==> src/rtl/packet_sequencer_pkg.sv <==
// ============================================================================
// Module      : packet_sequencer_pkg
// Description : Shared types, constants and helpers for the UART packet builder.
// Revision    : 1.0 - initial release
// ============================================================================
`default_nettype none

package packet_sequencer_pkg;

    typedef enum logic [1:0] {
        IDLE = 2'd0,
        SEND = 2'd1,
        DONE = 2'd2
    } state_t;

    localparam logic [7:0] c_start_char = 8'h73;

    function automatic int pkt_len(input int num_ch, input int digits,
                                   input int num_cfg, input int cksum);
        return 1 + num_ch * digits + num_cfg + cksum;
    endfunction

endpackage

`default_nettype wire

==> src/rtl/packet_byte_mux.sv <==
// ============================================================================
// Module      : packet_byte_mux
// Description : Combinational select of the packet byte at a given index.
// Revision    : 1.0 - initial release
// ============================================================================
`default_nettype none

module packet_byte_mux
    import packet_sequencer_pkg::*;
#(
    parameter int         NUM_CH      = 2,
    parameter int         DIGITS      = 4,
    parameter int         NUM_CFG     = 4,
    parameter logic [7:0] START_CHAR  = c_start_char,
    parameter int         CHECKSUM_EN = 0,
    parameter int         IDX_W       = 4
) (
    input  logic [IDX_W-1:0]            i_idx,
    input  logic [NUM_CH*DIGITS*8-1:0]  i_digits,
    input  logic [NUM_CFG*8-1:0]        i_cfg,
    input  logic [7:0]                  i_cksum,
    output logic [7:0]                  o_byte
);

    localparam int c_num_dig = NUM_CH * DIGITS;
    localparam int c_pkt_len = pkt_len(NUM_CH, DIGITS, NUM_CFG, CHECKSUM_EN);

    always_comb begin
        o_byte = 8'h00;
        if (i_idx == '0) begin
            o_byte = START_CHAR;
        end
        for (int i = 0; i < c_num_dig; i++) begin
            if (i_idx == IDX_W'(i + 1)) begin
                o_byte = i_digits[i*8 +: 8];
            end
        end
        for (int k = 0; k < NUM_CFG; k++) begin
            if (i_idx == IDX_W'(1 + c_num_dig + k)) begin
                o_byte = i_cfg[k*8 +: 8];
            end
        end
        if ((CHECKSUM_EN != 0) && (i_idx == IDX_W'(c_pkt_len - 1))) begin
            o_byte = i_cksum;
        end
    end

endmodule

`default_nettype wire

==> src/rtl/packet_sequencer.sv <==
// ============================================================================
// Module      : packet_sequencer
// Description : Snapshots channel digits/config and streams a framed packet
//               over a valid/ready byte interface.
// Revision    : 1.0 - initial release
// ============================================================================
`default_nettype none

module packet_sequencer
    import packet_sequencer_pkg::*;
#(
    parameter int         NUM_CH      = 2,
    parameter int         DIGITS      = 4,
    parameter int         NUM_CFG     = 4,
    parameter logic [7:0] START_CHAR  = c_start_char,
    parameter int         CHECKSUM_EN = 0
) (
    input  logic                        clk,
    input  logic                        rst_n,
    input  logic                        send_req,
    input  logic [NUM_CH*DIGITS*8-1:0]  ch_digits,
    input  logic [NUM_CFG*8-1:0]        cfg_bytes,
    output logic [7:0]                  tx_data,
    output logic                        tx_valid,
    input  logic                        tx_ready,
    output logic                        busy,
    output logic                        pkt_done,
    output logic                        req_dropped
);

    localparam int c_pkt_len = pkt_len(NUM_CH, DIGITS, NUM_CFG, CHECKSUM_EN);
    localparam int c_idx_w   = (c_pkt_len > 1) ? $clog2(c_pkt_len) : 1;
    localparam int c_dig_w   = NUM_CH * DIGITS * 8;
    localparam int c_cfg_w   = NUM_CFG * 8;

    state_t                 r_state;
    state_t                 w_state_nxt;
    logic [c_idx_w-1:0]     r_idx;
    logic [c_idx_w-1:0]     w_idx_nxt;
    logic [c_dig_w-1:0]     r_digits;
    logic [c_cfg_w-1:0]     r_cfg;
    logic [7:0]             r_cksum;
    logic [7:0]             w_cksum_nxt;
    logic                   w_capture;
    logic                   w_last;
    logic [7:0]             w_byte;
    logic [7:0]             r_tx_data;
    logic                   r_tx_valid;
    logic                   r_busy;
    logic                   r_pkt_done;
    logic                   r_req_dropped;

    assign w_last = (r_idx == c_idx_w'(c_pkt_len - 1));

    always_comb begin
        w_state_nxt = r_state;
        w_idx_nxt   = r_idx;
        w_cksum_nxt = r_cksum;
        w_capture   = 1'b0;
        case (r_state)
            IDLE: begin
                if (send_req) begin
                    w_capture   = 1'b1;
                    w_state_nxt = SEND;
                    w_idx_nxt   = '0;
                    w_cksum_nxt = 8'h00;
                end
            end
            SEND: begin
                if (tx_ready) begin
                    // The start byte is excluded from the checksum.
                    if (r_idx != '0) begin
                        w_cksum_nxt = r_cksum ^ r_tx_data;
                    end
                    if (w_last) begin
                        w_state_nxt = DONE;
                        w_idx_nxt   = '0;
                    end else begin
                        w_idx_nxt   = r_idx + c_idx_w'(1);
                    end
                end
            end
            DONE: begin
                w_state_nxt = IDLE;
            end
            default: begin
                w_state_nxt = IDLE;
            end
        endcase
    end

    // Looks ahead at the next index so tx_data can be a registered output.
    packet_byte_mux #(
        .NUM_CH      (NUM_CH),
        .DIGITS      (DIGITS),
        .NUM_CFG     (NUM_CFG),
        .START_CHAR  (START_CHAR),
        .CHECKSUM_EN (CHECKSUM_EN),
        .IDX_W       (c_idx_w)
    ) u_byte_mux (
        .i_idx    (w_idx_nxt),
        .i_digits (r_digits),
        .i_cfg    (r_cfg),
        .i_cksum  (w_cksum_nxt),
        .o_byte   (w_byte)
    );

    always_ff @(posedge clk or negedge rst_n) begin
        if (!rst_n) begin
            r_state       <= IDLE;
            r_idx         <= '0;
            r_digits      <= '0;
            r_cfg         <= '0;
            r_cksum       <= 8'h00;
            r_tx_data     <= 8'h00;
            r_tx_valid    <= 1'b0;
            r_busy        <= 1'b0;
            r_pkt_done    <= 1'b0;
            r_req_dropped <= 1'b0;
        end else begin
            r_state       <= w_state_nxt;
            r_idx         <= w_idx_nxt;
            r_cksum       <= w_cksum_nxt;
            if (w_capture) begin
                r_digits  <= ch_digits;
                r_cfg     <= cfg_bytes;
            end
            r_tx_valid    <= (w_state_nxt == SEND);
            r_tx_data     <= (w_state_nxt == SEND) ? w_byte : 8'h00;
            r_busy        <= (w_state_nxt != IDLE);
            r_pkt_done    <= (w_state_nxt == DONE);
            r_req_dropped <= send_req && (r_state != IDLE);
        end
    end

    assign tx_data     = r_tx_data;
    assign tx_valid    = r_tx_valid;
    assign busy        = r_busy;
    assign pkt_done    = r_pkt_done;
    assign req_dropped = r_req_dropped;

endmodule

`default_nettype wire

==> config.mk <==
export PLATFORM = sky130hd
export DESIGN_NAME = packet_sequencer
export DESIGN_NICKNAME = d
export VERILOG_FILES = /design/src/rtl/packet_sequencer_pkg.sv /design/src/rtl/packet_byte_mux.sv /design/src/rtl/packet_sequencer.sv
export SDC_FILE = /design/constraint.sdc
export NUM_CORES = 1
export LEC_CHECK = 0
export BUFFER_PORTS_ARGS = -buffer_cell sky130_fd_sc_hd__buf_2
export CORE_UTILIZATION = 30
export CTS_CLUSTER_DIAMETER = 120
export DETAILED_ROUTE_END_ITERATION = 8
export HOLD_SLACK_MARGIN = 0.15
export MAX_ROUTING_LAYER = met4
export SLEW_MARGIN = 30
export SYNTH_ARGS = -nofsm -noshare
export SYNTH_HDL_FRONTEND = slang
export SYNTH_SLANG_ARGS = --single-unit
==> constraint.sdc <==
create_clock -name clk -period 3.35 [get_ports clk]
set_input_delay 0.335 -clock clk [delete_from_list [all_inputs] [get_ports clk]]
set_output_delay 0.335 -clock clk [all_outputs]
set_load 0.02 [all_outputs]
## After elaboration in Yosys (flattened, before gate mapping)

Cells that the tools add are included.

- Register bits after elaboration: 114
- Bits in latches: 0
- Bits in writable memories: 0
- Memory bits (read-only): 0
- Input bits: 100
- Logic and storage cells: 55
- Memories kept: 0

- $add $sub $neg: 1
- Multiply operators: 0
- Div/mod/pow operators: 0
- Order comparisons: 0
- Equal/unequal tests: 16
- Shift-type cells: 0
- Muxes and demuxes: 24
- Bitwise operators: 0
- Reductions and logical operators: 5

Operators by type and width:

| operator | number |
|---|---|
| $mux 8 | 13 |
| $eq 4x4->1 const B | 6 |
| $eq 4x3->1 const B | 4 |
| $mux 4 | 3 |
| $eq 4x2->1 const B | 2 |
| $pmux 4 s2 | 1 |
| $mux 7 | 1 |
| $mux 2 | 3 |
| $add 4x1->4 const B | 1 |
| $eq 2x1->1 const B | 2 |
| $eq 4x1->1 const B | 1 |
| $logic_not 4->1 | 1 |
| $pmux 2 s2 | 1 |
| $reduce_bool 2->1 | 2 |
| $eq 2x2->1 const B | 1 |
| $logic_not 2->1 | 1 |
| $mux 1 | 2 |
| $logic_and 1x1->1 | 1 |

## Logic depth before layout (Yosys ltp)

- Word-level depth: 19
- Gate-level depth with buffers: 10
- Gate-level depth less buffers: 10

## Cells and area by module

Synthesis repeated with hierarchy kept, for this count alone.

- Cell total of the unflattened synthesis: 693
- Area, all modules: 5955.7 um^2

Modules (own cells, without submodules):

| module | instances | cells each | area each (um^2) | sequential area each (um^2) |
|---|---|---|---|---|
| packet_sequencer | 1 | 505 | 4770.8 | 3052.9 |
| packet_byte_mux | 1 | 188 | 1184.9 | 0.0 |

## Worst setup path after synthesis

No wires, ideal clock.

- Kind: register to register
- From: register r_idx[0]
- To: register r_tx_data[5] (netlist: tx_data[5])
- Library setup time: 0.130 ns
- Data arrival time: 2.329 ns
- Data required time: 3.220 ns
- Path slack: 0.892 ns
- Stages on the path, launching flop included: 11
- Buffers on the path: 1
- Clock period less this slack: 2.458 ns
- Cells stage by stage: dfrtp_1 inv_1 ha_1 and4b_1 a211oi_2 nor3_1 and3_1 buf_4 a221o_1 a22oi_1 a31oi_1

- Longest elaborated chain between the ends: 19
- Elaborated cells between the ends (all ways): 37
- Those cells by class: add/sub: 1; eq/ne: 14; mux: 21; reduce/logical: 1

Ends and longest elaborated chain:

| item | RTL line | source |
|---|---|---|
| from (decl) | packet_sequencer.sv:38 | `logic [c_idx_w-1:0] r_idx;` |
| from (signal assigned) | packet_sequencer.sv:122 | `r_idx <= w_idx_nxt;` |
| $add 4x1->4 / $eq 4x4->1 (equally long branches) | packet_sequencer.sv:79, packet_sequencer.sv:53 |  |
| $mux 4 | packet_sequencer.sv:75 | `if (w_last) begin` |
| $mux 4 | packet_sequencer.sv:70 | `if (tx_ready) begin` |
| $pmux 4 s2 | packet_sequencer.sv:60 | `case (r_state)` |
| $logic_not 4->1 | packet_byte_mux.sv:30 | `if (i_idx == '0) begin` |
| $mux 7 | packet_byte_mux.sv:30 |  |
| $mux 8 (8 in series) | packet_byte_mux.sv:34 | `if (i_idx == IDX_W'(i + 1)) begin` |
| $mux 8 (4 in series) | packet_byte_mux.sv:39 | `if (i_idx == IDX_W'(1 + c_num_dig + k)) begin` |
| $mux 8 (*) | packet_sequencer.sv:129 | `r_tx_data <= (w_state_nxt == SEND) ? w_byte : 8'h00;` |
| to (signal assigned) | packet_sequencer.sv:129 |  |
| to (decl) | packet_sequencer.sv:47 | `logic [7:0] r_tx_data;` |

Mark *: on every way between the ends. The rest lies on a longest branch, timed or not.
A chain may end at the register's enable or synchronous reset.

## Worst setup path after layout

- From: register r_idx[0]
- To: register r_tx_data[4] (netlist: tx_data[4])

The elaborated chain is that of the path after synthesis.

==> summary.md <==
| Metric | Value |
|---|---|
| Cell Area, Placed | 5941 sq um |
| Net switching power | 2.457 mW |
| Drt via density | 4.606 |
| Initial core utilization | 30.88% |
| Post-cts gate resize count | 0 |
| Main synth FF type | dfrtp_1 |
| Die Wd | 132.9 microns |
| Most numerous cell on the critical path | and3_1 |
| GPL Wtd Cong | 0.8606 |
| Sw Ratio | 37.76% |
| Worst-Margin Slew | 0.9029 ns |
| Routed wire length | 15.77 mm |
| Initial DRC count | 356 |
| CP Launch Type | register |
| CP top delay family | simple AND/OR/NAND/NOR gates |
| Buf/Inv on CP | 1 |
| Crit path kind | register to register |
| Post-CTS setup buffers | 0 |
| Clock sink count | 114 |
| Gr ovfl total | 0 |
| Register bit total from synthesis | 114 |
| Die H | 132.9 microns |
| Netlist cell types | 50 |
| Clock Root Buffer | clkbuf_16 |
| Synth top area share | 55.51% |
| Largest net degree at the start of global routing | 98 |
| DRC | 0 |
| Crit end category | register |
| Drt pass-1 iters | 6 |
| EDFF count, synth | 0 |
| Combinational fraction of design power | 32.9% |
| Slowest stage delay, CP | 0.71 ns |
| Mapped Area | 5139 sq um |
| F_max | 336.2 MHz |
| Hold crit path type | primary input to register |
| First-pass GRT wire length | 26.13 mm |
| Post-Syn Area per Cell | 8.579 sq um |
| Status | finished, final reports clean |
| Worst-path clk slew | 0.05 ns |
| Mapped Nets | 701 |
| Sequential power share | 38.2% |
| Cell Pwr Density | 866.7 nW/um^2 |
| Syn Inst Count | 599 |
| Total Negative Setup Slacks | 0 ns |
| Pint | 4.051 mW |
| Core Area | 16,640 sq um |
| Crit Path Max Fanout | 11 |
| Final min period | 2.975 ns |
| Initial antenna violation count | 0 |
| Clock Skews | 0.008158 ns |
| Wire length on met2 | 7.420 mm |
| Fin nets | 909 |
| Worst ir drop on vdd | 0.4159 mV |
| Slew HR | 39.81% |
| RSZ-0062 raised after global routing | false |
| ANT cells | 0 |
| Period utilisation layout | 88.80% |
| Site Rows | 47 |
| CP cell instances | inv_1 > ha_1 > and3_1 > nor3_2 > nor3_1 > and3_1 > nor2b_1 > a2bb2oi_1 > a31oi_1 |
| Max layer used | met4 |
| Share of layout cells above drive strength 1 | 20.61% |
| MaxCap Viol Count | 0 |
| Global-route usage over all layers | 19.98% |
| Area Overhead vs Synth | 46.14% |
| Post-synthesis sequential area ratio | 55.51% |
| Vias | 4,790 |
| Crit-path slowest cell | nor3_1 |
| CTS tree | built |
| Clock buffer depth | 2 |
| Asr flop ratio synth | 100.0% |
| DR WL met3 | 636 microns |
| HPWL Detailed | 10.75 mm |
| Area of the die | 17,660 sq um |
| WL met1 | 7.441 mm |
| Yosys Warn Count | 0 |
| I/O Buffers | 111 |
| H-Tree Depth | 4 |
| Final ANT Viol Nets | 0 |
| Final Max Slew Viols | 0 |
| Largest cells by area after synthesis | dfrtp_1 (56%), nand2_1 (23%), a31oi_1 (1.5%), clkbuf_1 (1.5%), a21oi_1 (1.3%) |
| Number of global-route vias before repair | 5,063 |
| Final setup vio count | 0 |
| WP data arrival | 3.26 ns |
| Largest area contributor in the netlist | dfrtp_1 |
| Clock power share | 28.9% |
| Worst EP required | 3.63 ns |
| DR WL/cell | 15.16 microns |
| I/O Pins | 112 |
| Fillers | 1,615 |
| Final instance area | 7510 sq um |
| Final hold vios | 0 |
| Worst-Skew Late Latency | 0.42 ns |
| LEAKAGE | 3.792 nW |
| Total CTS buffers | 17 |
final cells by class:
| class | instances | area (sq um) | share of cell area [%] |
|---|---|---|---|
| inverters | 10 | 40.04 | 0.5332 |
| flip-flops and latches | 114 | 2853 | 37.99 |
| clock buffers | 19 | 442.9 | 5.898 |
| well taps | 220 | 275.3 | 3.665 |
| clock inverters | 13 | 175.2 | 2.333 |
| repair buffers | 215 | 1577 | 20.99 |
| multi-input cells | 449 | 2147 | 28.59 |
per-layer routing:
metal / GRT usage [%] / up-vias
met5: - / -
met1: 25.49 / 2243
met2: 31.38 / 129
met4: 6.897 / 0
li1: - / 2398
met3: 4.138 / 20
through the flow:
step                      power (mW)  utilization (%)  hold WS [ns]  std cells  setup WS [ns]
after floorplan                3.781                -       0.03941        599         0.8918
after global placement         4.508            35.70        0.4621        913         0.5246
after detailed placement       4.541            35.70        0.4672        913         0.4299
after CTS                      6.540            45.12        0.1552       1040         0.4146
after global routing           6.979            45.12        0.1645       1040        0.08894
final                          6.509            45.12        0.1572       1040         0.3753
cells by family after synthesis:
group	after synthesis	share of synthesized area, %
buf+inv	36	2.776
simple gates	369	29.58
flops	114	55.52
compound gates	78	11.64
fa+ha+maj	2	0.4869
flip-flops by register name (all words and copies together) (netlist names):
signal,flops
busy,1
tx_valid,1
tx_data,8
req_dropped,1
r_state,2
r_idx,4
pkt_done,1
r_digits,64
r_cfg,32
power groups by stage:
stage                     combinational, mW  clock, mW  sequential, mW
after CTS                              2.15       1.92            2.48
after detailed placement               2.04          0            2.50
after global placement                 2.00          0            2.51
after global routing                   2.46       1.98            2.54
final                                  2.14       1.88            2.48
after floorplan                        1.45          0            2.34
path summary, 6_finish.rpt:
kind | start | end | slack [ns] | cells after the start
min in group asynchronous | rst_n | r_digits[24] | 0.55 | 2
min reg2reg | r_digits[42] | r_digits[42] | 0.48 | 2
max reg2reg | r_idx[0] | tx_data[4] | 0.38 | 9
min | ch_digits[42] | r_digits[42] | 0.16 | 3
max | r_idx[0] | tx_data[4] | 0.38 | 9
max in group asynchronous | rst_n | r_digits[59] | 1.96 | 3
placed cells by master (no fill, tap or decap), types with 3 or more instances in the layout:
master / instances
nand2b_1: 5
dfrtp_1: 114
o211a_1: 4
a31oi_1: 12
o2bb2ai_1: 3
a221oi_1: 3
buf_4: 10
inv_6: 4
a22oi_1: 3
o21ai_0: 13
a21oi_1: 13
bufinv_16: 3
a222oi_1: 6
nand3_1: 6
dlygate4sd3_1: 95
nor3_1: 11
nor2_1: 17
a211oi_1: 4
clkinv_4: 4
nand2_1: 309
buf_2: 110
clkbuf_16: 17
inv_1: 7
and3_1: 3
synth_stat cells (3+ instances only):
| cell | count |
|---|---|
| a211oi_1 | 4 |
| a31oi_1 | 12 |
| a21oi_1 | 13 |
| o2bb2ai_1 | 3 |
| nand3_1 | 6 |
| nand2_1 | 310 |
| nand2b_1 | 5 |
| inv_1 | 7 |
| o211a_1 | 4 |
| dfrtp_1 | 114 |
| a22oi_1 | 3 |
| and3_1 | 3 |
| nor2_1 | 17 |
| a222oi_1 | 6 |
| buf_1 | 4 |
| a221oi_1 | 3 |
| clkbuf_1 | 20 |
| o21ai_0 | 13 |
| nor3_1 | 11 |
worst min-delay path, cell delays in order:
cell and delay (ns):
buf_2 0.08, nand2_1 0.06, nand2_1 0.06
repair_timing:
action                                  CTS  global route
endpoints found under the setup margin    0             0
hold endpoints to repair                151             0
hold buffers                             95             0
(Power assumes the default switching activity.)
